--- config.mk ---
export PLATFORM = sky130hd
export DESIGN_NAME = uart_rx_ctrl
export DESIGN_NICKNAME = d
export VERILOG_FILES = /design/src/rtl/uart_pkg.sv /design/src/rtl/uart_sync_fifo.sv /design/src/rtl/uart_rx_ctrl.sv
export SDC_FILE = /design/constraint.sdc
export NUM_CORES = 1
export LEC_CHECK = 0
export BUFFER_PORTS_ARGS = -buffer_cell sky130_fd_sc_hd__buf_4
export CAP_MARGIN = 30
export CORE_AREA = 2 2 69 103
export DETAILED_ROUTE_END_ITERATION = 8
export DIE_AREA = 0 0 71 105
export PLACE_DENSITY_LB_ADDON = 0.1
export SYNTH_ARGS = -nofsm -noshare
export SYNTH_HDL_FRONTEND = slang
export SYNTH_SLANG_ARGS = --single-unit
--- constraint.sdc ---
create_clock -name clk -period 3.2 [get_ports clk]
set_clock_uncertainty 0.2 [all_clocks]
set_input_delay 0.48 -clock clk [delete_from_list [all_inputs] [get_ports clk]]
set_output_delay 0.48 -clock clk [all_outputs]
set_load 0.1 [all_outputs]
--- src/rtl/uart_pkg.sv ---
// Shared definitions for the UART receive controller: FSM encoding, frame size and default FIFO depth.
package uart_pkg;

  localparam logic [1:0] ST_DISABLED = 2'd0;
  localparam logic [1:0] ST_ACTIVE   = 2'd1;
  localparam logic [1:0] ST_DRAIN    = 2'd2;

  typedef enum logic [1:0] {
    DISABLED = ST_DISABLED,
    ACTIVE   = ST_ACTIVE,
    DRAIN    = ST_DRAIN
  } rx_state_e;

  // Start + 8 data + stop: one character time in bit periods.
  localparam int UART_FRAME_BITS = 10;
  localparam int DEFAULT_DEPTH   = 8;

endpackage

--- src/rtl/uart_sync_fifo.sv ---
// Generic synchronous FIFO with combinational head read, flush, and full-with-pop / empty-with-push pass-through.
module uart_sync_fifo #(
  parameter int DEPTH = 8,
  parameter int CW    = $clog2(DEPTH) + 1,
  parameter int DW    = 8
) (
  input  logic          clk,
  input  logic          rst,
  input  logic          push,
  input  logic [DW-1:0] wr_data,
  input  logic          pop,
  input  logic          flush,
  output logic [DW-1:0] rd_data,
  output logic [CW-1:0] count,
  output logic          empty,
  output logic          full
);

  localparam int AW = $clog2(DEPTH);

  logic [DW-1:0] mem [DEPTH];
  logic [AW-1:0] wr_ptr_q, wr_ptr_d;
  logic [AW-1:0] rd_ptr_q, rd_ptr_d;
  logic [CW-1:0] count_q, count_d;
  logic          push_ok;
  logic          pop_ok;

  assign empty   = (count_q == '0);
  assign full    = (count_q == CW'(DEPTH));
  assign count   = count_q;
  assign rd_data = mem[rd_ptr_q];

  // A full FIFO still accepts a push when the same cycle frees the head slot.
  assign pop_ok  = pop & ~empty & ~flush;
  assign push_ok = push & (~full | pop_ok) & ~flush;

  always_comb begin
    wr_ptr_d = wr_ptr_q;
    rd_ptr_d = rd_ptr_q;
    count_d  = count_q;
    if (flush) begin
      wr_ptr_d = '0;
      rd_ptr_d = '0;
      count_d  = '0;
    end else begin
      if (push_ok) wr_ptr_d = wr_ptr_q + AW'(1);
      if (pop_ok)  rd_ptr_d = rd_ptr_q + AW'(1);
      case ({push_ok, pop_ok})
        2'b10:   count_d = count_q + CW'(1);
        2'b01:   count_d = count_q - CW'(1);
        default: count_d = count_q;
      endcase
    end
  end

  always_ff @(posedge clk) begin
    if (rst) begin
      wr_ptr_q <= '0;
      rd_ptr_q <= '0;
      count_q  <= '0;
    end else begin
      wr_ptr_q <= wr_ptr_d;
      rd_ptr_q <= rd_ptr_d;
      count_q  <= count_d;
    end
  end

  always_ff @(posedge clk) begin
    if (push_ok) mem[wr_ptr_q] <= wr_data;
  end

endmodule

--- src/rtl/uart_rx_ctrl.sv ---
// Receive controller between uart_rx and the register file: enable sequencing, byte FIFO, sticky flags, interrupt.
// Optional idle timeout is built when UART_RX_TIMEOUT_EN is defined.
module uart_rx_ctrl
  import uart_pkg::*;
#(
  parameter int DEPTH         = DEFAULT_DEPTH,
  parameter int CW            = $clog2(DEPTH) + 1,
  parameter int TIMEOUT_CHARS = 4
) (
  input  logic          clk,
  input  logic          rst,
  input  logic          cfg_rx_en,
  input  logic [31:0]   baud_div,
  input  logic          rx_done_tick,
  input  logic [7:0]    rx_data_in,
  input  logic          rx_error_in,
  input  logic          rx_busy_in,
  output logic          rx_en_out,
  input  logic          pop,
  input  logic          flush,
  input  logic          clear_err,
  input  logic [CW-1:0] irq_thresh,
  output logic [7:0]    rd_data,
  output logic [CW-1:0] fifo_count,
  output logic          empty,
  output logic          full,
  output logic          overrun,
  output logic          frame_err,
  output logic          timeout,
  output logic          irq
);

  rx_state_e state_q, state_d;
  logic      rx_en_q;
  logic      overrun_q;
  logic      frame_err_q;
  logic      irq_q;
  logic      timeout_w;

  logic      rx_on;
  logic      push_req;
  logic      err_tick;
  logic      pop_ok;
  logic      overrun_set;
  logic      thresh_hit;

  // Draining keeps uart_rx enabled until the frame in flight completes.
  always_comb begin
    state_d = state_q;
    case (state_q)
      DISABLED: if (cfg_rx_en) state_d = ACTIVE;
      ACTIVE: begin
        if (!cfg_rx_en) state_d = rx_busy_in ? DRAIN : DISABLED;
      end
      DRAIN: begin
        if (cfg_rx_en)                        state_d = ACTIVE;
        else if (rx_done_tick || !rx_busy_in) state_d = DISABLED;
      end
      default: state_d = DISABLED;
    endcase
  end

  always_ff @(posedge clk) begin
    if (rst) begin
      state_q <= DISABLED;
      rx_en_q <= 1'b0;
    end else begin
      state_q <= state_d;
      rx_en_q <= (state_d != DISABLED);
    end
  end

  assign rx_on       = (state_q != DISABLED);
  assign push_req    = rx_done_tick & rx_on & ~rx_error_in;
  assign err_tick    = rx_done_tick & rx_on & rx_error_in;
  assign pop_ok      = pop & ~empty & ~flush;
  assign overrun_set = push_req & full & ~pop & ~flush;

  uart_sync_fifo #(
    .DEPTH (DEPTH),
    .CW    (CW),
    .DW    (8)
  ) u_fifo (
    .clk     (clk),
    .rst     (rst),
    .push    (push_req),
    .wr_data (rx_data_in),
    .pop     (pop),
    .flush   (flush),
    .rd_data (rd_data),
    .count   (fifo_count),
    .empty   (empty),
    .full    (full)
  );

  // Set events take priority over a same-cycle clear.
  always_ff @(posedge clk) begin
    if (rst) begin
      overrun_q   <= 1'b0;
      frame_err_q <= 1'b0;
    end else begin
      if (overrun_set)    overrun_q <= 1'b1;
      else if (clear_err) overrun_q <= 1'b0;
      if (err_tick)       frame_err_q <= 1'b1;
      else if (clear_err) frame_err_q <= 1'b0;
    end
  end

`ifdef UART_RX_TIMEOUT_EN
  localparam int BITS_TC = UART_FRAME_BITS * TIMEOUT_CHARS;
  localparam int BW      = $clog2(BITS_TC + 1);

  logic [31:0]   tmr_q;
  logic [BW-1:0] bits_q;
  logic          timeout_q;
  logic          hold;
  logic          expire;

  assign hold   = empty | rx_busy_in | push_req | pop_ok | flush;
  assign expire = ~hold & (tmr_q == '0);

  always_ff @(posedge clk) begin
    if (rst) begin
      tmr_q     <= baud_div;
      bits_q    <= '0;
      timeout_q <= 1'b0;
    end else begin
      if (hold) begin
        tmr_q  <= baud_div;
        bits_q <= '0;
      end else if (expire) begin
        tmr_q  <= baud_div;
        bits_q <= (bits_q == BW'(BITS_TC - 1)) ? '0 : bits_q + BW'(1);
      end else begin
        tmr_q  <= tmr_q - 32'd1;
      end
      if (flush || push_req || pop_ok)
        timeout_q <= 1'b0;
      else if (expire && bits_q == BW'(BITS_TC - 1))
        timeout_q <= 1'b1;
    end
  end

  assign timeout_w = timeout_q;
`else
  logic unused_baud_div;
  assign unused_baud_div = ^baud_div;
  assign timeout_w       = 1'b0;
`endif

  assign thresh_hit = (irq_thresh != '0) && (fifo_count >= irq_thresh);

  always_ff @(posedge clk) begin
    if (rst) irq_q <= 1'b0;
    else     irq_q <= thresh_hit | overrun_q | frame_err_q | timeout_w;
  end

  assign rx_en_out = rx_en_q;
  assign overrun   = overrun_q;
  assign frame_err = frame_err_q;
  assign timeout   = timeout_w;
  assign irq       = irq_q;

endmodule

==> key figures <==
Logic synthesis
  • Cell type with the highest aggregate area in the netlist: sky130_fd_sc_hd__edfxtp_1
  • Area fraction of the dominant cell type after synthesis: 55.7%
  • Cell variety after synth: 42
  • Net count of the mapped netlist: 278
  • Flip-flop cell with the highest count after synthesis: sky130_fd_sc_hd__edfxtp_1
  • Synth Cell Area: 3450 um2
  • Fraction of the yosys area taken by sequential cells: 66.7%
  • Number of enable-type register cells in the synthesized netlist: 64
  • Avg Cell Area, Syn: 16.0 um2
  • Count of state elements after synthesis: 83
  • Yosys warns: 0
  • Asr flop ratio synth: 0%
  • Synthesized instance count: 216
  • Largest cells by area after synthesis: sky130_fd_sc_hd__edfxtp_1, sky130_fd_sc_hd__dfxtp_1, sky130_fd_sc_hd__mux4_2

Final layout
  • Layout fillers: ~490
  • Fraction of final layout cells with drive strength greater than 1: 37.6%
  • Non-filler instance count after layout: 350
  • Area of combinational cells with multiple inputs: 1060 um2
  • Area added between synthesis and finish: 20.2%
  • Commonest non-fill, non-tap cell in the layout: sky130_fd_sc_hd__edfxtp_1
  • Flip-flop and latch area: between 2000 and 2500 um2
  • Layout Nets: about 330
  • Number of diodes: 0
  • Highest-count cells in the layout ignoring fill and taps: sky130_fd_sc_hd__edfxtp_1, sky130_fd_sc_hd__buf_4, sky130_fd_sc_hd__nor2_1

Floorplan
  • I/O pin count: a little over 70
  • Core outline area: 6530 um2
  • Die boundary height: 105 um
  • Number of placement rows: 36
  • Initial Utilization: about 53%
  • Die area: 7460 um2
  • Die boundary width: 71 um

Global routing
  • Overall Global Routing Usage: 18.2%
  • Initial antenna violation count: 0
  • First-pass GRT wire length: 9870 um
  • Via count of the first global-routing pass: just under 2k
  • Pin count of the biggest net entering global routing: 17
  • Global-route congestion overflow total: 0

CTS
  • # resized after CTS: 0
  • CTS root buf: sky130_fd_sc_hd__clkbuf_8
  • Cts-stage hold buffer count: 0
  • Post-CTS setup buffer count: 0
  • H-tree depth: 3
  • Clock-pin slew of the registers on the worst-case setup and hold paths: about 0.080 ns
  • Number of clock sinks: 83
  • Clock tree buffer depth: 2
  • Clock buffers created by TritonCTS: 9
  • TritonCTS clock tree: yes
  • Clk Latency, worst-skew pair: 0.35 ns

STA
  • Unrepaired setup endpoints after global routing: false
  • Final setup violation count: 0
  • Sum Neg Setup Slack: 0 ns
  • Final slew viol count: 0
  • Final Hold Violating Endpoints: 0
  • Final critical delay including setup and external delays: 2.76 ns
  • Final clock period utilization by the worst path: a little under nine tenths
  • Maximum operating frequency: 363 MHz

Power
  • Power share of the clock group: around two fifths
  • Switch Pwr: 0.000423 W
  • Switching share of power: between 15 and 20%
  • Leakage power of the design: 1.51 nW
  • Peak supply drop: between 0.0003 and 0.0004 V
  • Cell-internal power: 0.00173 W
  • Logic gate share of total power: 4.1%
  • Power per standard cell area: 518 nW/um2
  • Part of the total power dissipated in sequential elements: 54.1%

Worst setup path
  • Worst EP required: 3.28 ns
  • Crit path capture type: flop
  • Worst Path Class, Setup: flop to flop
  • Type of element launching the critical path: flop
  • Largest fanout on the critical path: 9
  • Arrival time of data at the critical path endpoint: 2.84 ns

Detailed routing
  • Total wirelength of the detailed-routed design: around 6000 um
  • First-pass detailed-route iteration total: 4
  • Routed length on met1: 2260 um
  • Count of antenna-violating nets left after detailed routing: 0
  • Post-detailed-route via-to-cell ratio: between 5 and 6
  • Detailed route wirelength on metal3: 258 um
  • Number of DRC markers in iteration 0: 198
  • Met2 WL post-DR: roughly 3400 um
  • Top routing layer in use: met4
  • Post-route DRC violation count: 0
  • Via count of the routed design: around 1.9k
  • Routed len/inst: 17.2 um

Place
  • Buffers on Ports: 38
  • Cell count after placement: 333
  • Final GP Congestion: between 0.7 and 0.8
  • Dpl hpwl: approximately 4200 um

Run
  • Maximum Capacitance Violations: 0

Hold path
  • Hold WC Path Type: primary input to flop

Outcome
  • Result of the run: completed
[metal layers]
| metal | GRT usage (%) | up-vias |
|---|---|---|
| met5 | 0 | - |
| met4 | 9.16 | 0 |
| met3 | 4.63 | 9 |
| met2 | 31.2 | 49 |
| met1 | 20.6 | 960 |
| li1 | - | 922 |
[layout make-up]
class / instances / share of cell area (%)
timing repair buffer: 52 / 9.35
multi-input combinational: 111 / 25.6
tap: 76 / 2.29
clock inverter: 5 / 1.87
inverter: 12 / 1.09
sequential: 83 / 55.6
clock buffer: 11 / 4.19
[power groups by stage]
stage	registers [W]	logic [W]	clock network [W]
after global placement	0.00119	0.0000880	0
after floorplan	0.00120	0.0000367	0
after detailed placement	0.00119	0.0000895	0
after global routing	0.00116	0.0000963	0.000961
final	0.00116	0.0000885	0.000897
after CTS	0.00116	0.0000896	0.000917
[path summary, 6_finish.rpt]
kind	start	endpoint	slack [ns]	cells after the start
worst max-delay path	u_fifo.count[2]$_SDFFE_PP0P_	u_fifo.count[2]$_SDFFE_PP0P_	0.44	9
worst min-delay path	cfg_rx_en	state_q[1]$_SDFF_PP0_	0.10	2
worst max register to register	u_fifo.count[2]$_SDFFE_PP0P_	u_fifo.count[2]$_SDFFE_PP0P_	0.44	9
worst min register to register	u_fifo.count[3]$_SDFFE_PP0P_	u_fifo.count[3]$_SDFFE_PP0P_	0.34	2
[cells in the mapped netlist, drive strengths merged (3+ instances only)]
master,number
inv,12
dfxtp,19
or3,3
o21ai,4
nand2,5
mux2,8
nor3,4
or2,3
ha,9
mux2i,3
edfxtp,64
mux4,16
a21oi,6
nor2,19
xor2,4
nand2b,3
buf,8
[logic make-up after synthesis]
logic type                 count (synthesis)  share of synthesized area [%]
buffers and inverters                     22                           3.05
DFF                                       83                           66.7
and+or+nand+nor                           50                           7.80
adders and majority gates                  9                           3.26
xor gates and xnor gates                   6                           1.52
AOI/OAI and AO/OA                         18                           3.59
other                                      1                          0.109
muxes                                     27                           13.9
[through the flow]
step / util, % / setup WS (ns) / hold slack, ns / power, W / area, um2
6_report: 63.5 / 0.443 / 0.102 / 0.00215 / 4150
5_1_grt: 63.5 / 0.262 / 0.0919 / 0.00222 / 4150
4_1_cts: 63.4 / 0.404 / 0.0778 / 0.00217 / 4140
3_5_place_dp: 59.6 / 0.439 / 0.322 / 0.00128 / 3890
3_3_place_gp: 59.6 / 0.492 / 0.300 / 0.00128 / 3890
2_1_floorplan: - / 0.00305 / 0.290 / 0.00124 / 3470
[worst max-delay path, stage by stage, from the launching register on]
cell and delay (ns):
sky130_fd_sc_hd__dfxtp_1 0.43, sky130_fd_sc_hd__or4b_4 0.58, sky130_fd_sc_hd__o211ai_2 0.20, sky130_fd_sc_hd__ha_1 0.30, sky130_fd_sc_hd__xor2_1 0.17, sky130_fd_sc_hd__ha_1 0.16, sky130_fd_sc_hd__a21oi_1 0.05, sky130_fd_sc_hd__xor2_1 0.16
sky130_fd_sc_hd__or3_1 0.31, sky130_fd_sc_hd__a21oi_1 0.14
[sequential cells by signal, summed over array words and instances (netlist names), named ones only]
signal,flops
u_fifo.wr_ptr_q,3
frame_err,1
irq,1
rx_en_out,1
state_q,2
u_fifo.count,4
u_fifo.rd_ptr_q,3
u_fifo.mem,64
overrun,1
Power figures use the tool's default switching activity.
